## config.mk

```make
export PLATFORM = sky130hd
export DESIGN_NAME = ps2_direction_decoder
export DESIGN_NICKNAME = d
export VERILOG_FILES = /design/src/rtl/ps2_keys_pkg.sv /design/src/rtl/ps2_rx_frame.sv /design/src/rtl/ps2_direction_decoder.sv
export SDC_FILE = /design/constraint.sdc
export NUM_CORES = 1
export LEC_CHECK = 0
export BUFFER_PORTS_ARGS = -buffer_cell sky130_fd_sc_hd__buf_2
export CAP_MARGIN = 40
export CORE_MARGIN = 10
export CORE_UTILIZATION = 40
export DETAILED_ROUTE_END_ITERATION = 8
export REMOVE_ABC_BUFFERS = 1
export SYNTH_ARGS = -nofsm -noshare
export SYNTH_HDL_FRONTEND = slang
export SYNTH_SLANG_ARGS = --single-unit
```

## constraint.sdc

```tcl
create_clock -name clock -period 5.65 [get_ports clock]
set_input_delay 1.13 -clock clock [delete_from_list [all_inputs] [get_ports clock]]
set_output_delay 1.13 -clock clock [all_outputs]
set_load 0.05 [all_outputs]
```

## src/rtl/ps2_keys_pkg.sv

```systemverilog
// Shared constants for the PS/2 keyboard front end: set-2 scancodes, framer states,
// output bit positions and the scancode-to-key lookup used by the decoder.
package ps2_keys_pkg;

    localparam logic [7:0] SC_E0    = 8'hE0;
    localparam logic [7:0] SC_F0    = 8'hF0;
    localparam logic [7:0] SC_UP    = 8'h75;
    localparam logic [7:0] SC_DOWN  = 8'h72;
    localparam logic [7:0] SC_LEFT  = 8'h6B;
    localparam logic [7:0] SC_RIGHT = 8'h74;
    localparam logic [7:0] SC_S     = 8'h1B;

    typedef enum logic [1:0] {
        IDLE   = 2'd0,
        DATA   = 2'd1,
        PARITY = 2'd2,
        STOP   = 2'd3
    } frame_state_t;

    localparam int DIR_UP    = 3;
    localparam int DIR_DOWN  = 2;
    localparam int DIR_LEFT  = 1;
    localparam int DIR_RIGHT = 0;
    localparam int KEY_START = 4;
    localparam int NUM_KEYS  = 5;

    typedef struct packed {
        logic       hit;
        logic [2:0] idx;
    } key_hit_t;

    // Valid frame: stop bit high and odd parity over data plus parity bit.
    function automatic logic frame_ok(input logic [7:0] data, input logic par, input logic stop);
        return stop & (^{data, par});
    endfunction

    // Arrow keys only count with the E0 prefix; S only without it.
    function automatic key_hit_t key_lookup(input logic [7:0] code, input logic ext);
        key_hit_t r;
        r.hit = 1'b0;
        r.idx = 3'd0;
        if (ext) begin
            case (code)
                SC_UP:    begin r.hit = 1'b1; r.idx = 3'(DIR_UP);    end
                SC_DOWN:  begin r.hit = 1'b1; r.idx = 3'(DIR_DOWN);  end
                SC_LEFT:  begin r.hit = 1'b1; r.idx = 3'(DIR_LEFT);  end
                SC_RIGHT: begin r.hit = 1'b1; r.idx = 3'(DIR_RIGHT); end
                default:  r.hit = 1'b0;
            endcase
        end else if (code == SC_S) begin
            r.hit = 1'b1;
            r.idx = 3'(KEY_START);
        end
        return r;
    endfunction

endpackage

```

## src/rtl/ps2_rx_frame.sv

```systemverilog
// PS/2 device-to-host receiver: pin synchronizers, clock glitch filter, 11-bit framer
// and inter-edge timeout. Emits one-cycle byte_valid / frame_error pulses.
module ps2_rx_frame
    import ps2_keys_pkg::*;
#(
    parameter int FILTER_CYCLES  = 8,
    parameter int TIMEOUT_CYCLES = 10000
) (
    input  logic       clock,
    input  logic       reset,
    input  logic       ps2_clk,
    input  logic       ps2_dat,
    output logic       byte_valid,
    output logic [7:0] byte_data,
    output logic       frame_error
);

    localparam int FW = $clog2(FILTER_CYCLES + 1);
    localparam int TW = $clog2(TIMEOUT_CYCLES + 1);

    logic [1:0] pin_raw;
    logic [1:0] pin_sync;
    assign pin_raw = {ps2_dat, ps2_clk};

    generate
        for (genvar gi = 0; gi < 2; gi++) begin : g_sync
            logic meta_reg;
            logic sync_reg;
            always_ff @(posedge clock) begin
                if (reset) begin
                    meta_reg <= 1'b1;
                    sync_reg <= 1'b1;
                end else begin
                    meta_reg <= pin_raw[gi];
                    sync_reg <= meta_reg;
                end
            end
            assign pin_sync[gi] = sync_reg;
        end
    endgenerate

    logic clk_s;
    logic dat_s;
    assign clk_s = pin_sync[0];
    assign dat_s = pin_sync[1];

    // The filtered level only follows clk_s after FILTER_CYCLES consecutive differing samples.
    logic          filt_reg;
    logic          filt_prev_reg;
    logic [FW-1:0] filt_cnt_reg;
    logic          fall_edge;

    always_ff @(posedge clock) begin
        if (reset) begin
            filt_reg      <= 1'b1;
            filt_prev_reg <= 1'b1;
            filt_cnt_reg  <= '0;
        end else begin
            filt_prev_reg <= filt_reg;
            if (clk_s == filt_reg) begin
                filt_cnt_reg <= '0;
            end else if (filt_cnt_reg == FW'(FILTER_CYCLES - 1)) begin
                filt_reg     <= clk_s;
                filt_cnt_reg <= '0;
            end else begin
                filt_cnt_reg <= filt_cnt_reg + 1'b1;
            end
        end
    end

    assign fall_edge = filt_prev_reg & ~filt_reg;

    frame_state_t  state_reg, state_next;
    logic [7:0]    shift_reg, shift_next;
    logic [2:0]    bit_cnt_reg, bit_cnt_next;
    logic          parity_reg, parity_next;
    logic [TW-1:0] tmo_cnt_reg, tmo_cnt_next;
    logic          byte_valid_reg, byte_valid_next;
    logic          frame_error_reg, frame_error_next;
    logic          timeout;

    assign timeout = (state_reg != IDLE) && (tmo_cnt_reg == TW'(TIMEOUT_CYCLES));

    always_ff @(posedge clock) begin
        if (reset) begin
            state_reg       <= IDLE;
            shift_reg       <= '0;
            bit_cnt_reg     <= '0;
            parity_reg      <= 1'b0;
            tmo_cnt_reg     <= '0;
            byte_valid_reg  <= 1'b0;
            frame_error_reg <= 1'b0;
        end else begin
            state_reg       <= state_next;
            shift_reg       <= shift_next;
            bit_cnt_reg     <= bit_cnt_next;
            parity_reg      <= parity_next;
            tmo_cnt_reg     <= tmo_cnt_next;
            byte_valid_reg  <= byte_valid_next;
            frame_error_reg <= frame_error_next;
        end
    end

    always_comb begin
        state_next   = state_reg;
        shift_next   = shift_reg;
        bit_cnt_next = bit_cnt_reg;
        parity_next  = parity_reg;
        tmo_cnt_next = (state_reg == IDLE || fall_edge) ? '0 : tmo_cnt_reg + 1'b1;
        if (timeout) begin
            state_next   = IDLE;
            shift_next   = '0;
            bit_cnt_next = '0;
            tmo_cnt_next = '0;
        end else if (fall_edge) begin
            case (state_reg)
                IDLE: begin
                    if (!dat_s) begin
                        state_next   = DATA;
                        bit_cnt_next = '0;
                    end
                end
                DATA: begin
                    shift_next   = {dat_s, shift_reg[7:1]};
                    bit_cnt_next = bit_cnt_reg + 3'd1;
                    if (bit_cnt_reg == 3'd7) begin
                        state_next = PARITY;
                    end
                end
                PARITY: begin
                    parity_next = dat_s;
                    state_next  = STOP;
                end
                STOP: begin
                    state_next = IDLE;
                end
                default: state_next = IDLE;
            endcase
        end
    end

    always_comb begin
        byte_valid_next  = 1'b0;
        frame_error_next = 1'b0;
        if (timeout) begin
            frame_error_next = 1'b1;
        end else if (fall_edge && state_reg == STOP) begin
            if (frame_ok(shift_reg, parity_reg, dat_s)) begin
                byte_valid_next = 1'b1;
            end else begin
                frame_error_next = 1'b1;
            end
        end
    end

    assign byte_valid  = byte_valid_reg;
    assign byte_data   = shift_reg;
    assign frame_error = frame_error_reg;

endmodule

```

## src/rtl/ps2_direction_decoder.sv

```systemverilog
// PS/2 keyboard front end for 2048: turns set-2 scancodes into one-cycle direction/start pulses.
// Define PS2_TYPEMATIC_EN to let typematic repeats of a held key pulse again.
module ps2_direction_decoder
    import ps2_keys_pkg::*;
#(
    parameter int FILTER_CYCLES  = 8,
    parameter int TIMEOUT_CYCLES = 10000
) (
    input  logic       clock,
    input  logic       reset,
    input  logic       ps2_clk,
    input  logic       ps2_dat,
    output logic [3:0] direction,
    output logic       start_key,
    output logic       frame_error
);

`ifdef PS2_TYPEMATIC_EN
    localparam logic REPEAT_EN = 1'b1;
`else
    localparam logic REPEAT_EN = 1'b0;
`endif

    logic       byte_valid;
    logic [7:0] byte_data;

    ps2_rx_frame #(
        .FILTER_CYCLES (FILTER_CYCLES),
        .TIMEOUT_CYCLES(TIMEOUT_CYCLES)
    ) u_rx (
        .clock      (clock),
        .reset      (reset),
        .ps2_clk    (ps2_clk),
        .ps2_dat    (ps2_dat),
        .byte_valid (byte_valid),
        .byte_data  (byte_data),
        .frame_error(frame_error)
    );

    logic                e0_seen_reg, e0_seen_next;
    logic                f0_seen_reg, f0_seen_next;
    logic [NUM_KEYS-1:0] held_reg, held_next;
    logic [NUM_KEYS-1:0] pulse_reg, pulse_next;
    key_hit_t            hit;

    always_ff @(posedge clock) begin
        if (reset) begin
            e0_seen_reg <= 1'b0;
            f0_seen_reg <= 1'b0;
            held_reg    <= '0;
            pulse_reg   <= '0;
        end else begin
            e0_seen_reg <= e0_seen_next;
            f0_seen_reg <= f0_seen_next;
            held_reg    <= held_next;
            pulse_reg   <= pulse_next;
        end
    end

    // Prefix bytes only set flags; any other byte consumes and clears them.
    always_comb begin
        e0_seen_next = e0_seen_reg;
        f0_seen_next = f0_seen_reg;
        held_next    = held_reg;
        pulse_next   = '0;
        hit          = key_lookup(byte_data, e0_seen_reg);
        if (byte_valid) begin
            if (byte_data == SC_E0) begin
                e0_seen_next = 1'b1;
            end else if (byte_data == SC_F0) begin
                f0_seen_next = 1'b1;
            end else begin
                if (hit.hit) begin
                    if (f0_seen_reg) begin
                        held_next[hit.idx] = 1'b0;
                    end else begin
                        if (!held_reg[hit.idx] || REPEAT_EN) begin
                            pulse_next[hit.idx] = 1'b1;
                        end
                        held_next[hit.idx] = 1'b1;
                    end
                end
                e0_seen_next = 1'b0;
                f0_seen_next = 1'b0;
            end
        end
    end

    assign direction = pulse_reg[DIR_UP:DIR_RIGHT];
    assign start_key = pulse_reg[KEY_START];

endmodule

```

Word level (Yosys, flattened, before mapping)
Cells that the tools add are included.
- register bits after elaboration: 52
- input port bits: 4
- output and inout bits: 6
- $add $sub $neg: 3
- order comparisons: 2
- equal/unequal tests: 17
- multiplexer cells: 21
- bitwise operators: 13
- reductions and logical operators: 22
- operators by type and width (operator ; count):
    $eq 8x7->1 const B ; 4
    $eq 8x8->1 const B ; 2
    $add 14x1->14 const B ; 1
    $eq 14x14->1 const B ; 1
    $mux 1 ; 10
    $reduce_and 3->1 ; 3
    $reduce_or 3->1 ; 3
    $reduce_xor 9->1 ; 1
    $eq 8x5->1 const B ; 1
    $mux 4 ; 2
    $not 1->1 ; 8
    $pmux 2 s4 ; 1
    $reduce_and 2->1 ; 4
    $reduce_or 7->1 ; 1
    $pmux 2 s3 ; 1
    $pmux 3 s2 ; 1
    $and 5x5->5 ; 1
    $mux 5 ; 1
    $not 5->5 ; 1
    $or 5x5->5 ; 1
    $add 4x1->4 const B ; 1
    $eq 2x2->1 const B ; 2
    $eq 4x3->1 const B ; 1
    $lt 3x4->1 const B ; 1
    other kinds (19) ; 25

Longest topological paths before layout
Gate-level depths: netlist of run 1.
- depth after elaboration: 11
- mapped depth: 9
- gate-level depth less buffers: 7

Modules after synthesis
Synthesis of run 1 repeated with hierarchy kept, for this count alone.
- cell total of the unflattened synthesis: 248
- area total of the unflattened synthesis: 2406.1 µm²
- modules (own cells, without submodules) (module ; instances ; cells each ; area each (µm²) ; seq. area each (µm²)):
    ps2_rx_frame ; 1 ; 183 ; 1771.7 ; 800.8
    ps2_direction_decoder ; 1 ; 65 ; 634.4 ; 240.2

Worst setup path before layout of run 1
OpenSTA, ideal clock, no wires.
- path type: input to register
- start: input port reset
- end: register u_rx.tmo_cnt_reg[10]
- setup time: 0.065 ns
- arrival time: 2.083 ns
- data required time: 5.585 ns
- slack: 3.501 ns
- cell stages on the path: 5
- path buffers: 2
- cell sequence: nand2b_1 -> or3_1 -> clkbuf_1 -> clkbuf_1 -> nor2_1
- word-level cells in the longest chain between the ends: 1
- ends and longest elaborated chain (element ; line ; text):
    start: declaration ; ps2_direction_decoder.sv:10 ; input logic reset,
    $reduce_or 3->1 (no line) ; - ;
    end signal: assignment ; ps2_rx_frame.sv:98 ; tmo_cnt_reg <= tmo_cnt_next;
    end: declaration ; ps2_rx_frame.sv:77 ; logic [TW-1:0] tmo_cnt_reg, tmo_cnt_next;
Every way passes these cells.
A chain may end at the register's enable or synchronous reset.

Final worst setup path of run 1
- start: register u_rx.state_reg[0]
- end: register u_rx.tmo_cnt_reg[4]
- word-level cells in the longest chain between the ends: 3
- ends and longest elaborated chain (element ; line ; text):
    start: declaration ; ps2_rx_frame.sv:73 ; frame_state_t state_reg, state_next;
    start signal: assignment ; ps2_rx_frame.sv:94 ; state_reg <= state_next;
    $logic_not 2->1 / $reduce_bool 2->1 (equally long branches) ; ps2_rx_frame.sv:109, ps2_rx_frame.sv:82 ;
    $logic_or 1x1->1 / $logic_and 1x1->1 (equally long branches) ; ps2_rx_frame.sv:109, ps2_rx_frame.sv:82 ;
    $reduce_or 3->1 (no line) (*) ; - ;
Every way passes the cells marked *; elsewhere a longest branch is shown, timed or not.

==> summary.md, run 1 <==
| Metric | Value |
|---|---|
| Status | finished, final reports clean |
| Clock transition at path regs | 90 ps |
| Vias per inst | between 4 and 5 |
| Hold Path Origin | u_rx.g_sync[1].meta_reg$_SDFF_PP1_ |
| Power consumption | between 0.0006 and 0.0007 W |
| FF-to-FF Start | u_rx.state_reg[0]$_SDFFE_PP0P_ |
| Unique masters post-synth | 43 |
| Pin count of the biggest net entering global routing | 19 |
| # fillers | 549 |
| Die area | around 9000 um^2 |
| Placement Setup Slack | 2940 ps |
| Setup_tns | 0 ps |
| RSZ-0062 raised after global routing | false |
| Clock Latency Late Sink | around 300 ps |
| Min-Delay Endpoint | u_rx.dat_s$_SDFF_PP1_ |
| CTS buffer count | 5 |
| TritonCTS clock tree | yes |
| Leakage dissipation | 0.973 nW |
| CTS max path bufs | 2 |
| Critical Path RT | 5820 ps |
| Setup Viol. Count Final | 0 |
| R2R depth | 7 |
| GRT Util Overall | 9.94% |
| Placeable Area | 5570 um^2 |
| Vias in the first global route | 1638 |
| Share of cells above drive strength 1 | 10.5% |
| Netlist Area Pre-Place | 2320 um^2 |
| Worst EP arrival | roughly 2500 ps |
| Post-synth ARST share | 0% |
| Initial drt markers | between 60 and 70 |
| Initial Util | 41.6% |
| Grt total ovfl | 0 |
| Drt wl/cell | 12.2 um |
| Antenna cell count | 0 |
| Avg Inst Size Synth | 9.31 um^2 |
| Startpoint class of the critical path | flip-flop |
| WS Path Type | reg -> reg |
| Primary FF master, synth | dfxtp_1 |
| Pwr/cell area | 246 nW/um^2 |
| Post-route clock period utilization | a little over two fifths |
| Cts-stage hold buffer count | 0 |
| #FFs+latches synth | 52 |
| Slew at the pin with the worst max-slew slack | 649 ps |
| Area growth syn-to-layout | 8.26% |
| Post-synthesis sequential area ratio | 44.9% |
| Largest register FFs | 14 |
| Ys Warns | 0 |
| CTS-repair resized insts | 0 |
| Die Width | between 90 and 100 um |
| Maxcap violations | 0 |
| Via count | ~1600 |
| Final hold violations | 0 |
| Most frequent cells in the layout | 52 x dfxtp_1, 39 x nor2_1, 18 x nand2_1 |
| Die H | 96.1 um |
| Rows | 27 |
| Post-DP HPWL | a little under 3000 um |
| Final ANT Viol Nets | 0 |
| Peak VDD IR | 0.000155 V |
| Postcts setup bufs | 0 |
| Detailed Routing Iterations Pass 1 | 4 |
| Slew headroom | 56.3% |
| Crit path max fanout | 15 |
| Initial antenna violation count | 0 |
| PortBufs | 9 |
| Clock Tree Root | clkbuf_8 |
| IO Count | 10 |
| Clock skew | 8.34 ps |
| Min setup slack post-route | 3280 ps |
| Fin crit period | 2370 ps |
| Routed wire length | 3990 um |
| EDFF count, synth | 0 |
| Hold depth | 1 |
| DR DRC count | 0 |
| R2R Path End | u_rx.tmo_cnt_reg[4]$_SDFF_PP0_ |
| HP Class | reg -> reg |
| Global-route wire length before repair | 7460 um |
| Sink Count | 52 |
| Final nets | 270 |
| Commonest non-fill, non-tap cell in the layout | dfxtp_1 |
| CP Capture Type | flip-flop |
| H-tree level count | 2 |
| Gp weighted congestion | 0.786 |
| Cells after Synth | 249 |
| Reg2Reg Setup Slack | 3280 ps |
| Max Clk Rate | 0.422 GHz |
| Slew Limit Fails | 0 |
[worst max-delay path, stage by stage, from the launching register on]
cell and delay, ps:
dfxtp_1 380, inv_1 90, ha_1 280, and3b_1 230
nand4_1 190, nand2b_1 460, or3_1 500, nor2_1 100
[area by class of cell]
type / instances / area, um^2 / area share, %
inverters: 10 / 37.5 / 1.50
clock buffers: 5 / 68.8 / 2.74
flip-flops and latches: 52 / 1040 / 41.5
well taps: 72 / 90.1 / 3.59
multi-input cells: 179 / 1200 / 47.7
repair buffers: 9 / 45.0 / 1.79
clock inverters: 1 / 30.0 / 1.20
[stage by stage]
step                cell area [um^2]  util, %  instances  hold WS [ps]
finish                          2510     45.0        328           416
global route                    2510     45.0        328           428
CTS                             2510     45.0        328           420
detailed placement              2410     43.3        322           398
global placement                2410     43.3        322           394
floorplan                       2280        -        241           389
[per-layer routing]
layer,GRT usage [%],vias up,share of wire [%]
li1,-,863,-
met5,0,-,0
met1,12.4,726,50
met3,3.42,6,3.7
met2,15.2,14,44
met4,4.30,0,1.8
[cell families after synthesis]
kind of cell    Yosys count  share of synthesized area [%]
flops                    52                           44.9
fa+ha+maj                 9                           4.86
mux                      13                           5.61
buf+inv                  18                           3.45
compound gates           23                           7.12
simple gates            112                           25.1
xor+xnor                 22                           8.90
[synthesized netlist by cell type (2+ instances only)]
master	n	area, um^2
or3_1	3	18.8
a22oi_1	2	15.0
ha_1	9	113
nor2_1	39	146
nand3b_1	2	15.0
or2_2	6	37.5
and3b_1	3	26.3
nand2_1	18	67.6
and4bb_2	2	25.0
dfxtp_1	52	1040
o21ai_0	3	15.0
clkbuf_1	5	18.8
nor2b_1	2	12.5
mux2i_1	13	130
inv_1	10	37.5
a211o_1	2	17.5
and3_1	3	18.8
a21oi_1	7	35.0
o211ai_1	2	15.0
nor3_1	7	35.0
nand4_1	5	31.3
nand2b_1	5	31.3
xnor2_1	11	96.3
nor4_1	4	25.0
xor2_1	10	87.6
nand3_1	6	30.0
nor4b_1	2	17.5
[how the worst max path moves through the flow]
stage	from	endpoint	slack (ps)	cells after the start
after CTS	u_rx.state_reg[0]$_SDFFE_PP0P_	u_rx.tmo_cnt_reg[4]$_SDFF_PP0_	3250	7
after global routing	u_rx.state_reg[0]$_SDFFE_PP0P_	u_rx.tmo_cnt_reg[4]$_SDFF_PP0_	3050	7
after detailed placement	reset	u_rx.tmo_cnt_reg[6]$_SDFF_PP0_	2940	4
final	u_rx.state_reg[0]$_SDFFE_PP0P_	u_rx.tmo_cnt_reg[4]$_SDFF_PP0_	3280	7
after floorplan	reset	u_rx.tmo_cnt_reg[10]$_SDFF_PP0_	3470	3
after global placement	reset	u_rx.tmo_cnt_reg[11]$_SDFF_PP0_	2990	4
[power breakdown]
part           switching, W  internal (W)  leakage (nW)
clock network      0.000115      0.000127        0.0501
logic            0.00000460    0.00000309         0.503
registers        0.00000107      0.000368         0.420
total              0.000120      0.000498         0.973
Power figures use the tool's default switching activity.
==> run 2: changes to the inputs <==
Clock period 5.65 ns to 2.3 ns, I/O delays scaled along.
==> summary.md, run 2 (synthesized netlist as in run 1, its figures left out) <==
| Metric | Value |
|---|---|
| Startpoint class of the critical path | flip-flop |
| Commonest non-fill, non-tap cell in the layout | dfxtp_1 |
| Switching power | 0.000301 W |
| Placeable Area | 5570 um^2 |
| TritonCTS clock tree | yes |
| Via count | roughly 1700 |
| IO Count | 10 |
| Drt wl/cell | 11.9 um |
| Die H | 96.1 um |
| P_int | roughly 0.0012 W |
| Area growth syn-to-layout | 9.66% |
| Gp weighted congestion | 0.756 |
| Slew headroom | 62.7% |
| Die Width | 96.1 um |
| Pwr/cell area | 574 nW/um^2 |
| Share of cells above drive strength 1 | 12.5% |
| Routed wire length | 4000 um |
| Placed cell count | 327 |
| Maxcap violations | 0 |
| Rows | 27 |
| Clock Tree Root | clkbuf_8 |
| Post-route clock period utilization | 86.6% |
| PortBufs | 9 |
| Critical Path RT | 2530 ps |
| Final nets | 275 |
| Clock transition at path regs | around 90 ps |
| Leakage dissipation | between 0.9 and 1 nW |
| Initial Util | 41.6% |
| Setup_tns | 0 ps |
| Final std cells w/o fill | between 300 and 400 |
| Sink Count | 52 |
| Global-route wire length before repair | between 7000 and 8000 um |
| Clock share of power | 36.3% |
| Min setup slack post-route | approximately 310 ps |
| Status | finished, final reports clean |
| RSZ-0062 raised after global routing | false |
| Worst hold slack | approximately 330 ps |
| Most frequent cells in the layout | 52 x dfxtp_1, 39 x nor2_1, 18 x nand2_1 |
| Antenna cell count | 0 |
| Initial drt markers | 77 |
| Sw frac | 20.6% |
| Flop pwr share | 62.1% |
| Postcts setup bufs | 0 |
| HP Class | in -> reg |
| GRT Util Overall | 9.74% |
| Final ANT Viol Nets | 0 |
| Worst EP arrival | 2230 ps |
| Grt total ovfl | 0 |
| Post-DP HPWL | 2900 um |
| Pin count of the biggest net entering global routing | 16 |
| Initial antenna violation count | 0 |
| Vias per inst | between 4 and 5 |
| H-tree level count | 2 |
| Clock Latency Late Sink | 300 ps |
| Vias in the first global route | roughly 1600 |
| Peak VDD IR | 0.000317 V |
| Setup Viol. Count Final | 0 |
| Largest register FFs | 14 |
| Slew Limit Fails | 0 |
| Final hold violations | 0 |
| CTS-repair resized insts | 0 |
| Clock skew | 8.79 ps |
| CP Capture Type | flip-flop |
| Slew at the pin with the worst max-slew slack | 553 ps |
| Logic gate share of total power | 1.6% |
| Fin crit period | between 1500 and 2000 ps |
| Crit path max fanout | 9 |
| Die area | ~9200 um^2 |
| WS Path Type | reg -> reg |
| Cts-stage hold buffer count | 0 |
| CTS buffer count | 5 |
| DR DRC count | 0 |
| Max Clk Rate | 0.502 GHz |
| CTS max path bufs | 2 |
| Placement Setup Slack | 321 ps |
| Detailed Routing Iterations Pass 1 | 4 |
-- run 2: final timing paths --
path | startpoint | to | slack, ps | cells past startpoint
worst min register to register | u_rx.g_sync[1].meta_reg$_SDFF_PP1_ | u_rx.dat_s$_SDFF_PP1_ | 410 | 1
worst max-delay path | u_rx.byte_data[1]$_SDFFE_PP0P_ | pulse_reg[0]$_SDFF_PP0_ | 310 | 5
worst min-delay path | ps2_dat | u_rx.g_sync[1].meta_reg$_SDFF_PP1_ | 330 | 2
worst max register to register | u_rx.byte_data[1]$_SDFFE_PP0P_ | pulse_reg[0]$_SDFF_PP0_ | 310 | 5
-- run 2: final cells by class --
cell class                      count  area [um^2]
Sequential cell                    52         1040
Timing Repair Buffer               14         82.6
Clock inverter                      1         7.51
Multi-Input combinational cell    179         1200
Tap cell                           72         90.1
Clock buffer                        7         86.3
Fill cell                         552         3030
Inverter                           10         37.5
-- run 2: per-layer routing --
metal	wire length [um]	global-route usage [%]	share of wire [%]
met1	2040	12.7	51
met2	1730	14.5	43
met3	151	3.04	3.8
met4	78	4.05	2.0
met5	0	0	0
-- run 2: critical path: stages (launching register included) --
cell and delay, ps:
dfxtp_1 460, or3b_4 420, a211o_1 340, a2111oi_2 400, nand2_1 120, nor3b_1 170
-- run 2: power groups by stage --
stage | Sequential (W) | Clock (W) | Combinational [W]
2_1_floorplan | 0.000926 | 0 | 0.0000112
3_3_place_gp | 0.000927 | 0 | 0.0000236
3_5_place_dp | 0.000927 | 0 | 0.0000238
4_1_cts | 0.000906 | 0.000561 | 0.0000238
5_1_grt | 0.000907 | 0.000599 | 0.0000263
6_report | 0.000906 | 0.000530 | 0.0000232
-- run 2: metrics by stage --
stage | total power [W] | utilization [%] | instance area [um^2]
global route | 0.00153 | 45.6 | 2540
CTS | 0.00149 | 45.6 | 2540
finish | 0.00146 | 45.6 | 2540
detailed placement | 0.000951 | 43.9 | 2450
floorplan | 0.000937 | - | 2280
global placement | 0.000950 | 43.9 | 2450
==> run 3: changes to the inputs <==
Settings changed: ABC_AREA from default to 1, CORE_UTILIZATION 40 to 55, PLACE_DENSITY from default to 0.7.
==> summary.md, run 3 <==
| Metric | Value |
|---|---|
| Sink Count | 52 |
| Die H | 87.6 um |
| DR WL met2 | 2090 um |
| Clock Latency Late Sink | approximately 300 ps |
| Slowest cell on the critical path | nand3_1 |
| Met1 WL | 2230 um |
| Area share of the largest cell type after synthesis | 41.4% |
| Routed wire length | 4500 um |
| Most frequent cells in the layout | 74 x nand2_1, 54 x nor2_1, 52 x dfxtp_1 |
| Die Width | 87.6 um |
| Pin count of the biggest net entering global routing | 16 |
| Post-synth top cells | 74 x nand2_1, 54 x nor2_1, 52 x dfxtp_1, 42 x inv_1, 31 x nand3_1 |
| Area growth syn-to-layout | 7.06% |
| GRT Util Overall | 12.9% |
| Ys Warns | 0 |
| Detailed Routing Iterations Pass 1 | 4 |
| Top-count cell post-synth | nand2_1 |
| Final nets | 376 |
| Crit path max fanout | 14 |
| Vias in the first global route | between 1500 and 2000 |
| Critical Path RT | 2470 ps |
| Share of cells above drive strength 1 | between 10% and 20% |
| CP Capture Type | flip-flop |
| Cts-stage hold buffer count | 0 |
| Leakage dissipation | roughly 1.1 nW |
| Netlist Area Pre-Place | 2520 um^2 |
| Commonest non-fill, non-tap cell in the layout | nand2_1 |
| Delay-heaviest family, CP | simple AND/OR/NAND/NOR gates |
| Clock skew | between 10 and 15 ps |
| Grt total ovfl | 0 |
| Post-DP HPWL | 3420 um |
| Gp weighted congestion | 0.815 |
| CTS max path bufs | 2 |
| Clock transition at path regs | ~90 ps |
| Die area | approximately 7700 um^2 |
| Setup_tns | 0 ps |
| Final hold violations | 0 |
| EDFF count, synth | 0 |
| Worst EP arrival | 1930 ps |
| Final ANT Viol Nets | 0 |
| CTS-repair resized insts | 0 |
| Status | finished, final reports clean |
| Setup Viol. Count Final | 0 |
| Peak VDD IR | 0.000313 V |
| Synth top area cells | dfxtp_1 41%, nand2_1 11%, nor2_1 8.1%, inv_1 6.3%, nand3_1 6.2% |
| #FFs+latches synth | 52 |
| Maxcap violations | 0 |
| IO Count | 10 |
| Drt wl/cell | 10.8 um |
| Largest register FFs | 14 |
| H-tree level count | 2 |
| Slew Limit Fails | 0 |
| Placeable Area | 4380 um^2 |
| Vias per inst | between 5 and 6 |
| PortBufs | 9 |
| Startpoint class of the critical path | flip-flop |
| Fin crit period | 1760 ps |
| Slew at the pin with the worst max-slew slack | 557 ps |
| DR DRC count | 0 |
| Initial drt markers | around 120 |
| Leading area contributor after synthesis | dfxtp_1 |
| Avg Inst Size Synth | between 7 and 8 um^2 |
| Max Clk Rate | 0.568 GHz |
| Post-synthesis sequential area ratio | 41.4% |
| Cell mode on critical path | nand3_1 |
| Max incr delay on CP | ~450 ps |
| Worst hold slack | 340 ps |
| Post-synth ARST share | 0% |
| Unique masters post-synth | 34 |
| Postcts setup bufs | 0 |
| WP buf/inv | 1 |
| RSZ-0062 raised after global routing | false |
| TritonCTS clock tree | yes |
| Pwr/cell area | 541 nW/um^2 |
| WS Path Type | reg -> reg |
| CTS buffer count | 5 |
| Antenna cell count | 0 |
| Post-route clock period utilization | 76.6% |
| Cells after Synth | about 350 |
| Met3 routed wirelength | 149 um |
| Primary FF master, synth | dfxtp_1 |
| Initial Util | 57.4% |
| Via count | 2100 |
| Clock Tree Root | clkbuf_8 |
| HP Class | in -> reg |
| Top Layer Used | met4 |
| Crit path cell chain | inv_1 -> ha_1 -> nor3_1 -> nand3_1 -> nand3_1 -> nor2_1 |
| Rows | 24 |
| Initial antenna violation count | 0 |
| Global-route wire length before repair | between 8000 and 9000 um |
| Slew headroom | 62.8% |
## run 3: cell count changes after synthesis, sizes merged, moves of 3 or more
cell	before	now
nand2	18	83
inv	10	45
nand3	6	33
nor2	39	57
a21oi	7	24
mux2i	13	0
xnor2	11	1
o21ai	3	10
nand2b	5	0
xor2	10	6
and3b	3	0
nand4	5	2
or3	3	0
## run 3: power breakdown
group	internal [W]	switching (W)
Sequential	0.000903	0.00000195
Combinational	0.00000576	0.0000123
Clock	0.000245	0.000288
## run 3: layout make-up
type                       count  area [um^2]
clock inverter                 1         7.51
multi-input combinational    249         1270
tap                           52         65.1
sequential                    52         1040
fill                         420         1690
inverter                      46          175
timing repair buffer           9         45.0
clock buffer                   7         86.3
## run 3: path summary, 6_finish.rpt
check	startpoint	to	slack, ps	depth (start not counted)
worst max-delay path	u_rx.state_reg[0]$_SDFFE_PP0P_	u_rx.tmo_cnt_reg[9]$_SDFF_PP0_	540	6
worst min-delay path	ps2_clk	u_rx.g_sync[0].meta_reg$_SDFF_PP1_	340	2
worst max register to register	u_rx.state_reg[0]$_SDFFE_PP0P_	u_rx.tmo_cnt_reg[9]$_SDFF_PP0_	540	6
worst min register to register	u_rx.g_sync[1].meta_reg$_SDFF_PP1_	u_rx.dat_s$_SDFF_PP1_	420	1
## run 3: logic make-up (layout without fill, tap and decap cells)
group           Yosys count  count (layout)  share of synthesized area, %
xor+xnor                  7               7                          2.44
simple gates            194             194                          35.1
flops                    52              52                          41.4
compound gates           39              39                          8.65
fa+ha+maj                 9               9                          4.48
buf+inv                  52              63                          8.01
## run 3: worst register-to-register path, delay by kind of cell, from the launching register on
family | cells | cell delay, ps
and+or+nand+nor | 4 | 920
buffers and inverters | 1 | 80
DFF | 1 | 390
adders and majority gates | 1 | 250
## run 3: per-layer routing
| layer | vias up | GRT usage [%] |
|---|---|---|
| met5 | - | 0 |
| met4 | 0 | 4.06 |
| met3 | 4 | 2.79 |
| met2 | 20 | 21.8 |
| met1 | 937 | 15.9 |
| li1 | 1139 | - |
## run 3: metrics by stage
step	total power [W]	instances	area, um^2	util (%)	worst slack [ps]
after floorplan	0.000936	347	2490	-	813
after detailed placement	0.000945	408	2600	59.3	537
final	0.00146	416	2690	61.4	538
after global routing	0.00152	416	2690	61.4	315
after global placement	0.000944	408	2600	59.3	604
after CTS	0.00148	416	2690	61.4	519
